===== config.mk =====
export PLATFORM = sky130hd
export DESIGN_NAME = mult16_rr_sched
export DESIGN_NICKNAME = d
export VERILOG_FILES = /design/src/rtl/mult16_rr_sched.sv
export SDC_FILE = /design/constraint.sdc
export NUM_CORES = 1
export LEC_CHECK = 0
export CORE_ASPECT_RATIO = 2
export CORE_MARGIN = 10
export CORE_UTILIZATION = 42
export DETAILED_ROUTE_END_ITERATION = 8
export GPL_ROUTABILITY_DRIVEN = 0
export PLACE_DENSITY = 0.86
export SLEW_MARGIN = 20
export SYNTH_ARGS = -nofsm -noshare
export SYNTH_HDL_FRONTEND = slang
export SYNTH_SLANG_ARGS = --single-unit

===== constraint.sdc =====
create_clock -name clk -period 5.62 [get_ports clk]
set_input_delay 1.124 -clock clk [delete_from_list [all_inputs] [get_ports clk]]
set_output_delay 1.124 -clock clk [all_outputs]
set_load 0.005 [all_outputs]

===== src/rtl/mult16_rr_sched.sv =====
// mult16_rr_sched: round-robin front end for one shared combinational 16x16
// multiplier. S1 registers the winning operands onto the multiplier inputs and
// S2 captures the product together with the requester ID on the response port.
module mult16_rr_sched #(
  parameter int N_REQ = 4,
  parameter int IDW   = 2
) (
  input  logic                  clk,
  input  logic                  rst,
  input  logic [N_REQ-1:0]      req_valid,
  input  logic [16*N_REQ-1:0]   req_a,
  input  logic [16*N_REQ-1:0]   req_b,
  output logic [N_REQ-1:0]      req_ready,
  output logic [15:0]           mul_a,
  output logic [15:0]           mul_b,
  input  logic [31:0]           mul_p,
  output logic                  rsp_valid,
  output logic [IDW-1:0]        rsp_id,
  output logic [31:0]           rsp_p,
  input  logic                  rsp_ready,
  output logic [1:0]            inflight
);

  // Per-lane views of the flat operand buses.
  logic [N_REQ-1:0][15:0] a_lane, b_lane;
  assign a_lane = req_a;
  assign b_lane = req_b;

  logic             s1_valid_q, s1_valid_d;
  logic [15:0]      mul_a_q, mul_a_d, mul_b_q, mul_b_d;
  logic [IDW-1:0]   s1_id_q, s1_id_d;
  logic             rsp_valid_q, rsp_valid_d;
  logic [31:0]      rsp_p_q, rsp_p_d;
  logic [IDW-1:0]   rsp_id_q, rsp_id_d;
  logic [IDW-1:0]   ptr_q, ptr_d;
  logic [1:0]       inflight_q, inflight_d;

  logic             s1_load, s2_load, accept, found;
  logic [N_REQ-1:0] win;
  logic [IDW-1:0]   win_id, idx;
  int               pos;

  // Stage advance: S2 takes S1 when the response slot is free or draining;
  // S1 reloads when empty or moving forward. Neither depends on req_ready.
  assign s2_load = s1_valid_q & (~rsp_valid_q | rsp_ready);
  assign s1_load = ~s1_valid_q | s2_load;

  // Round-robin search starting at ptr; first valid requester wins.
  always_comb begin
    win    = '0;
    win_id = '0;
    found  = 1'b0;
    idx    = '0;
    pos    = 0;
    for (int k = 0; k < N_REQ; k++) begin
      pos = int'(ptr_q) + k;
      if (pos >= N_REQ) pos = pos - N_REQ;
      idx = IDW'(pos);
      if (!found && req_valid[idx]) begin
        found    = 1'b1;
        win[idx] = 1'b1;
        win_id   = idx;
      end
    end
  end

  assign req_ready = rst ? '0 : (s1_load ? win : '0);
  assign accept    = |req_ready;

  // Next-state for both pipeline stages, pointer and occupancy count.
  always_comb begin
    s1_valid_d  = s1_valid_q;
    mul_a_d     = mul_a_q;
    mul_b_d     = mul_b_q;
    s1_id_d     = s1_id_q;
    rsp_valid_d = rsp_valid_q;
    rsp_p_d     = rsp_p_q;
    rsp_id_d    = rsp_id_q;
    ptr_d       = ptr_q;
    if (s1_load) begin
      // Operands hold when idle so the multiplier inputs do not toggle.
      s1_valid_d = accept;
      if (accept) begin
        mul_a_d = a_lane[win_id];
        mul_b_d = b_lane[win_id];
        s1_id_d = win_id;
        ptr_d   = (win_id == IDW'(N_REQ - 1)) ? '0 : win_id + IDW'(1);
      end
    end
    if (s2_load) begin
      rsp_valid_d = 1'b1;
      rsp_p_d     = mul_p;
      rsp_id_d    = s1_id_q;
    end else if (rsp_ready) begin
      rsp_valid_d = 1'b0;
    end
    inflight_d = {1'b0, s1_valid_d} + {1'b0, rsp_valid_d};
  end

  // State registers; reset discards anything in flight.
  always_ff @(posedge clk) begin
    if (rst) begin
      s1_valid_q  <= 1'b0;
      mul_a_q     <= '0;
      mul_b_q     <= '0;
      s1_id_q     <= '0;
      rsp_valid_q <= 1'b0;
      rsp_p_q     <= '0;
      rsp_id_q    <= '0;
      ptr_q       <= '0;
      inflight_q  <= '0;
    end else begin
      s1_valid_q  <= s1_valid_d;
      mul_a_q     <= mul_a_d;
      mul_b_q     <= mul_b_d;
      s1_id_q     <= s1_id_d;
      rsp_valid_q <= rsp_valid_d;
      rsp_p_q     <= rsp_p_d;
      rsp_id_q    <= rsp_id_d;
      ptr_q       <= ptr_d;
      inflight_q  <= inflight_d;
    end
  end

  assign mul_a     = mul_a_q;
  assign mul_b     = mul_b_q;
  assign rsp_valid = rsp_valid_q;
  assign rsp_p     = rsp_p_q;
  assign rsp_id    = rsp_id_q;
  assign inflight  = inflight_q;

endmodule


== Yosys cells after proc, flatten, opt, wreduce, memory -nomap -nowiden ==
Cells that the tools add are included.

* Bits in registers: 74
* Bits of input ports: 167
* Output and inout port bits: 73
* Logic and storage cells: 93

* Add/subtract/negate cells: 9
* $lt $le $gt $ge: 13
* Eq/ne operators: 1
* Multiplexer cells: 41
* Bitwise logic cells: 8
* Reduce and logical (&&, ||, !) cells: 12

{| class="wikitable"
|+ Operators with widths
! cell !! count
|-
| $bmux 16 s2 || 2
|-
| $mux 16 || 2
|-
| $mux 4 || 6
|-
| $mux 2 || 9
|-
| $lt 2x3->1 const B || 5
|-
| $mux 1 || 14
|-
| $or 4x4->4 || 3
|-
| $ge 3x3->1 const B || 3
|-
| $bmux 1 s2 || 4
|-
| $demux 1 s2 || 4
|-
| $ge 2x1->1 const B || 4
|-
| $sub 2x1->2 const B || 4
|-
| $logic_and 1x1->1 || 7
|-
| $add 2x2->3 const B || 2
|-
| $reduce_or 4->1 || 1
|-
| $add 2x1->3 const B || 1
|-
| $ge 2x3->1 const B || 1
|-
| $logic_not 1->1 || 3
|-
| $add 1x1->2 || 1
|-
| $add 2x1->2 const B || 1
|-
| $eq 2x2->1 const B || 1
|-
| $not 1->1 || 2
|-
| $or 1x1->1 || 2
|-
| $reduce_and 2->1 || 1
|-
| $and 1x1->1 || 1
|}

== Longest topological paths before layout ==
* Word-level depth: 19
* Depth in mapped cells: 12
* Depth with buffers taken out: 11

== Worst setup path before layout ==
Ideal clock, no wire load.

* Kind: input -> output
* From: in req_valid[0]
* To: out req_ready[2]
* Data arrival time: 2.529 ns
* Path slack: 1.967 ns
* Stages on the path: 5
* Path through: buf_2 -> mux4_2 -> buf_6 -> a221o_1 -> a22o_1

* Word-level cells in the longest chain between the ends: 14

{| class="wikitable"
|+ RTL lines
! what !! RTL line !! RTL
|-
| start, declared || 10 || <nowiki>input logic [N_REQ-1:0] req_valid,</nowiki>
|-
| $bmux 1 s2 || 59 || <nowiki>if (!found && req_valid[idx]) begin</nowiki>
|-
| $mux 1 (implied by the code) || 59 ||
|-
| $mux 1 || 59 ||
|-
| $logic_not 1->1 || 59 ||
|-
| $logic_and 1x1->1 || 59 ||
|-
| $mux 1 || 59 ||
|-
| $logic_not 1->1 || 59 ||
|-
| $logic_and 1x1->1 || 59 ||
|-
| $mux 1 || 59 ||
|-
| $logic_not 1->1 || 59 ||
|-
| $logic_and 1x1->1 || 59 ||
|-
| $mux 4 (*) || 59 ||
|-
| $mux 4 (*) (2 in series) || 67 || <nowiki>assign req_ready = rst ? '0 : (s1_load ? win : '0);</nowiki>
|-
| end, declared || 13 || <nowiki>output logic [N_REQ-1:0] req_ready,</nowiki>
|}

Mark *: on every way between the ends. The rest lies on a longest branch, timed or not. The select of a mux whose other input is x is not followed.

==> results.sh <==
export IMPL_cp_required_ns=4.50
export IMPL_static_leakage_power_nw=2.602
export IMPL_setup_tns_ns=0
export IMPL_io_buffers=239
export IMPL_ys_ff_latch=74
export IMPL_hold_viol_final=0
export IMPL_p_total_mw=3.097
export IMPL_end_kind="primary output"
export IMPL_timing_max_slew_rel_slack_pct=49.89
export IMPL_final_core_util_pct=69.96
export IMPL_routed_wl_mm=16.34
export IMPL_yosys_warnings=0
export IMPL_track_usage_pct=21.16
export IMPL_areaGrowthSynthToFinish_pct=63.69
export IMPL_htreeDepth=3
export IMPL_grt_antenna_before_repair=0
export IMPL_synth_top_family_by_area="multiplexers"
export IMPL_synth_compound_area_share_pct=17.85
export IMPL_crit_type="reg2out"
export IMPL_synth_top_cell_by_area="dfxtp_1"
export IMPL_min_period_ns=4.839
export IMPL_die_area_um2=14960
export IMPL_synthMuxAreaShare_pct=24.35
export IMPL_start_util_pct=42.74
export IMPL_clock_sinks=74
export IMPL_cp_start_kind="flop"
export IMPL_n_antenna_cell=0
export IMPL_clk_insertion_delay_late_ns=0.33
export IMPL_drc=0
export IMPL_die_y_um=163.3
export IMPL_syn_area_um2=4310
export IMPL_max_freq_mhz=206.6
export IMPL_wl_per_cell_um=19.04
export IMPL_vias=4586
export IMPL_vias_per_cell=5.345
export IMPL_post_cts_buffers=0
export IMPL_num_rows=52
export IMPL_report_final_slew_viol_count=0
export IMPL_synthTopCellsByArea="dfxtp_1 (34%), mux2i_1 (23%), a21oi_1 (8.5%)"
export IMPL_dr_pass1_iters=4
export IMPL_clock_path_buffers=2
export IMPL_avgSynthCellArea_um2=8.586
export IMPL_cts_hold_buf=0
export IMPL_path_max_fanout=18
export IMPL_grt_max_degree=74
export IMPL_overflow=0
export IMPL_clk_pin_slew_worst_paths_ns=0.06
export IMPL_final_layout_size_suffix_gt1_share_pct=5.394
export IMPL_synth_cell_types=37
export IMPL_ir_drop_mv=0.2864
export IMPL_grt_pass1_wl_mm=25.79
export IMPL_synthSimpleGateAreaFrac_pct=14.34
export IMPL_max_cap_viol_count=0
export IMPL_fin_nets=894
export IMPL_synth_xor_area_share_pct=0.2032
export IMPL_io_pin_count=240
export IMPL_rsz0062_at_grt="false"
export IMPL_tightestPinTransition_ns=0.7359
export IMPL_setup_viol=0
export IMPL_chipWidth_um=91.64
export IMPL_skew_ns=0.005760
export IMPL_hp_class="reg2reg"
export IMPL_synth_adder_area_share_pct=2.612
export IMPL_synth_top_cell_area_share_pct=34.37
export IMPL_powerDensity_nw_per_um2=439.0
export IMPL_drt_iter0_markers=160
export IMPL_clock_root_buffer="clkbuf_16"
export IMPL_cts_tree="built"
export IMPL_ctsResizeCount=0
export IMPL_cts_buffers=9
export IMPL_yosysSeqAreaShare_pct=34.37
export IMPL_syn_inst=502
export IMPL_hpwl_mm=13.17
export IMPL_ant_nets=0
export IMPL_arrival_ns=3.72
export IMPL_status="finished clean"
export IMPL_core_area_um2=10080
export IMPL_grt_pass1_vias=4993
export IMPL_syn_num_nets=678
export IMPL_finalCritPeriodShare_pct=86.11
[cell usage in the layout (no fill, tap or decap), types with 3 or more instances in the layout]
cell type	synthesis	routed
a21oi_1	73	73
a221o_1	4	4
a22o_1	4	4
and3b_1	3	3
buf_4	1	9
clkbuf_16	0	9
clkdlybuf4s50_1	0	238
dfxtp_1	74	74
ha_1	9	9
inv_1	4	4
mux2i_1	99	99
nand2_1	75	75
nand3_1	35	34
nor2_1	5	5
nor2b_1	5	4
nor3_1	3	3
nor3b_1	6	6
o21ai_0	22	22
o21ai_1	17	17
[sequential cells by signal, indices dropped and copies added (netlist names), named ones only]
signal	cells
rsp_valid	1
s1_id_q	2
mul_a	16
rsp_p	32
ptr_q	1
mul_b	16
inflight	2
rsp_id	2
[metrics by stage]
step                      worst slack, ns  hold WS [ns]  area, µm²  std cells
after CTS                          0.7724        0.4548       7056        858
final                              0.7806        0.4506       7056        858
after global routing               0.5362        0.4713       7056        858
after floorplan                     1.967        0.4321       4310        502
after global placement             0.8629        0.4414       6750        842
after detailed placement           0.8002        0.4474       6750        842
[routing by layer]
layer / global-route usage [%] / vias up / part of all wire (%)
met4: 7.665 / 0 / 2.6
met5: 0 / - / 0
met3: 7.862 / 22 / 7.9
met1: 20.64 / 2177 / 35
li1: - / 2224 / -
met2: 39.28 / 163 / 55
[cell type report]
class	count	area [µm²]
clock inverter	5	62.56
sequential	74	1481
timing repair buffer	250	2495
fill	794	3029
tap	135	168.9
clock buffer	11	242.7
multi-input combinational	379	2590
inverter	4	15.01
[synthesized netlist by cell type]
library cell,count
mux2i_1,99
nand2_1,75
dfxtp_1,74
a21oi_1,73
nand3_1,35
clkbuf_1,22
o21ai_0,22
o21ai_1,17
buf_2,12
buf_6,9
ha_1,9
nor3b_1,6
nor2_1,5
nor2b_1,5
a221o_1,4
a22o_1,4
inv_1,4
and3b_1,3
nor3_1,3
mux4_2,2
o221a_2,2
o41a_1,2
a211oi_2,1
and2_1,1
buf_1,1
buf_4,1
mux2i_2,1
nand2b_1,1
o21a_1,1
o221ai_1,1
o31ai_1,1
o41ai_1,1
o41ai_2,1
o41ai_4,1
or2_2,1
or3_1,1
xor2_1,1
[power by group]
| part | switching [mW] | internal (mW) |
|---|---|---|
| Clock | 0.220 | 0.358 |
| Sequential | 0.109 | 0.708 |
| Combinational | 0.814 | 0.889 |
| Total | 1.14 | 1.95 |
[kinds of logic (layout without fill, tap and decap cells)]
group,Yosys count,after routing
fa+ha+maj,9,9
mux,102,102
flops,74,74
compound gates,131,131
simple gates,136,136
xor+xnor,1,1
buf+inv,49,270
[path summary, 6_finish.rpt]
| path | from | end | slack, ns | cells past startpoint |
|---|---|---|---|---|
| setup / recovery | flop | req_ready[1] | 0.78 | 9 |
| hold / removal | s1_id_q[0]$_SDFFE_PP0P_ | rsp_id[0]$_SDFFE_PP0P_ | 0.45 | 2 |
| setup reg to reg | flop | inflight[0]$_SDFF_PP0_ | 1.38 | 13 |
| hold reg to reg | s1_id_q[0]$_SDFFE_PP0P_ | rsp_id[0]$_SDFFE_PP0P_ | 0.45 | 2 |
[critical path, cell delays in order, from the launching register on]
cell and delay [ns]:
dfxtp_1 0.73, inv_1 0.28, ha_1 0.51, and3b_1 0.23, o21ai_1 0.27, o41ai_2 0.13
buf_4 0.18, a221o_1 0.36, a22o_1 0.25, clkdlybuf4s50_1 0.45
Power figures use the tool's default switching activity.
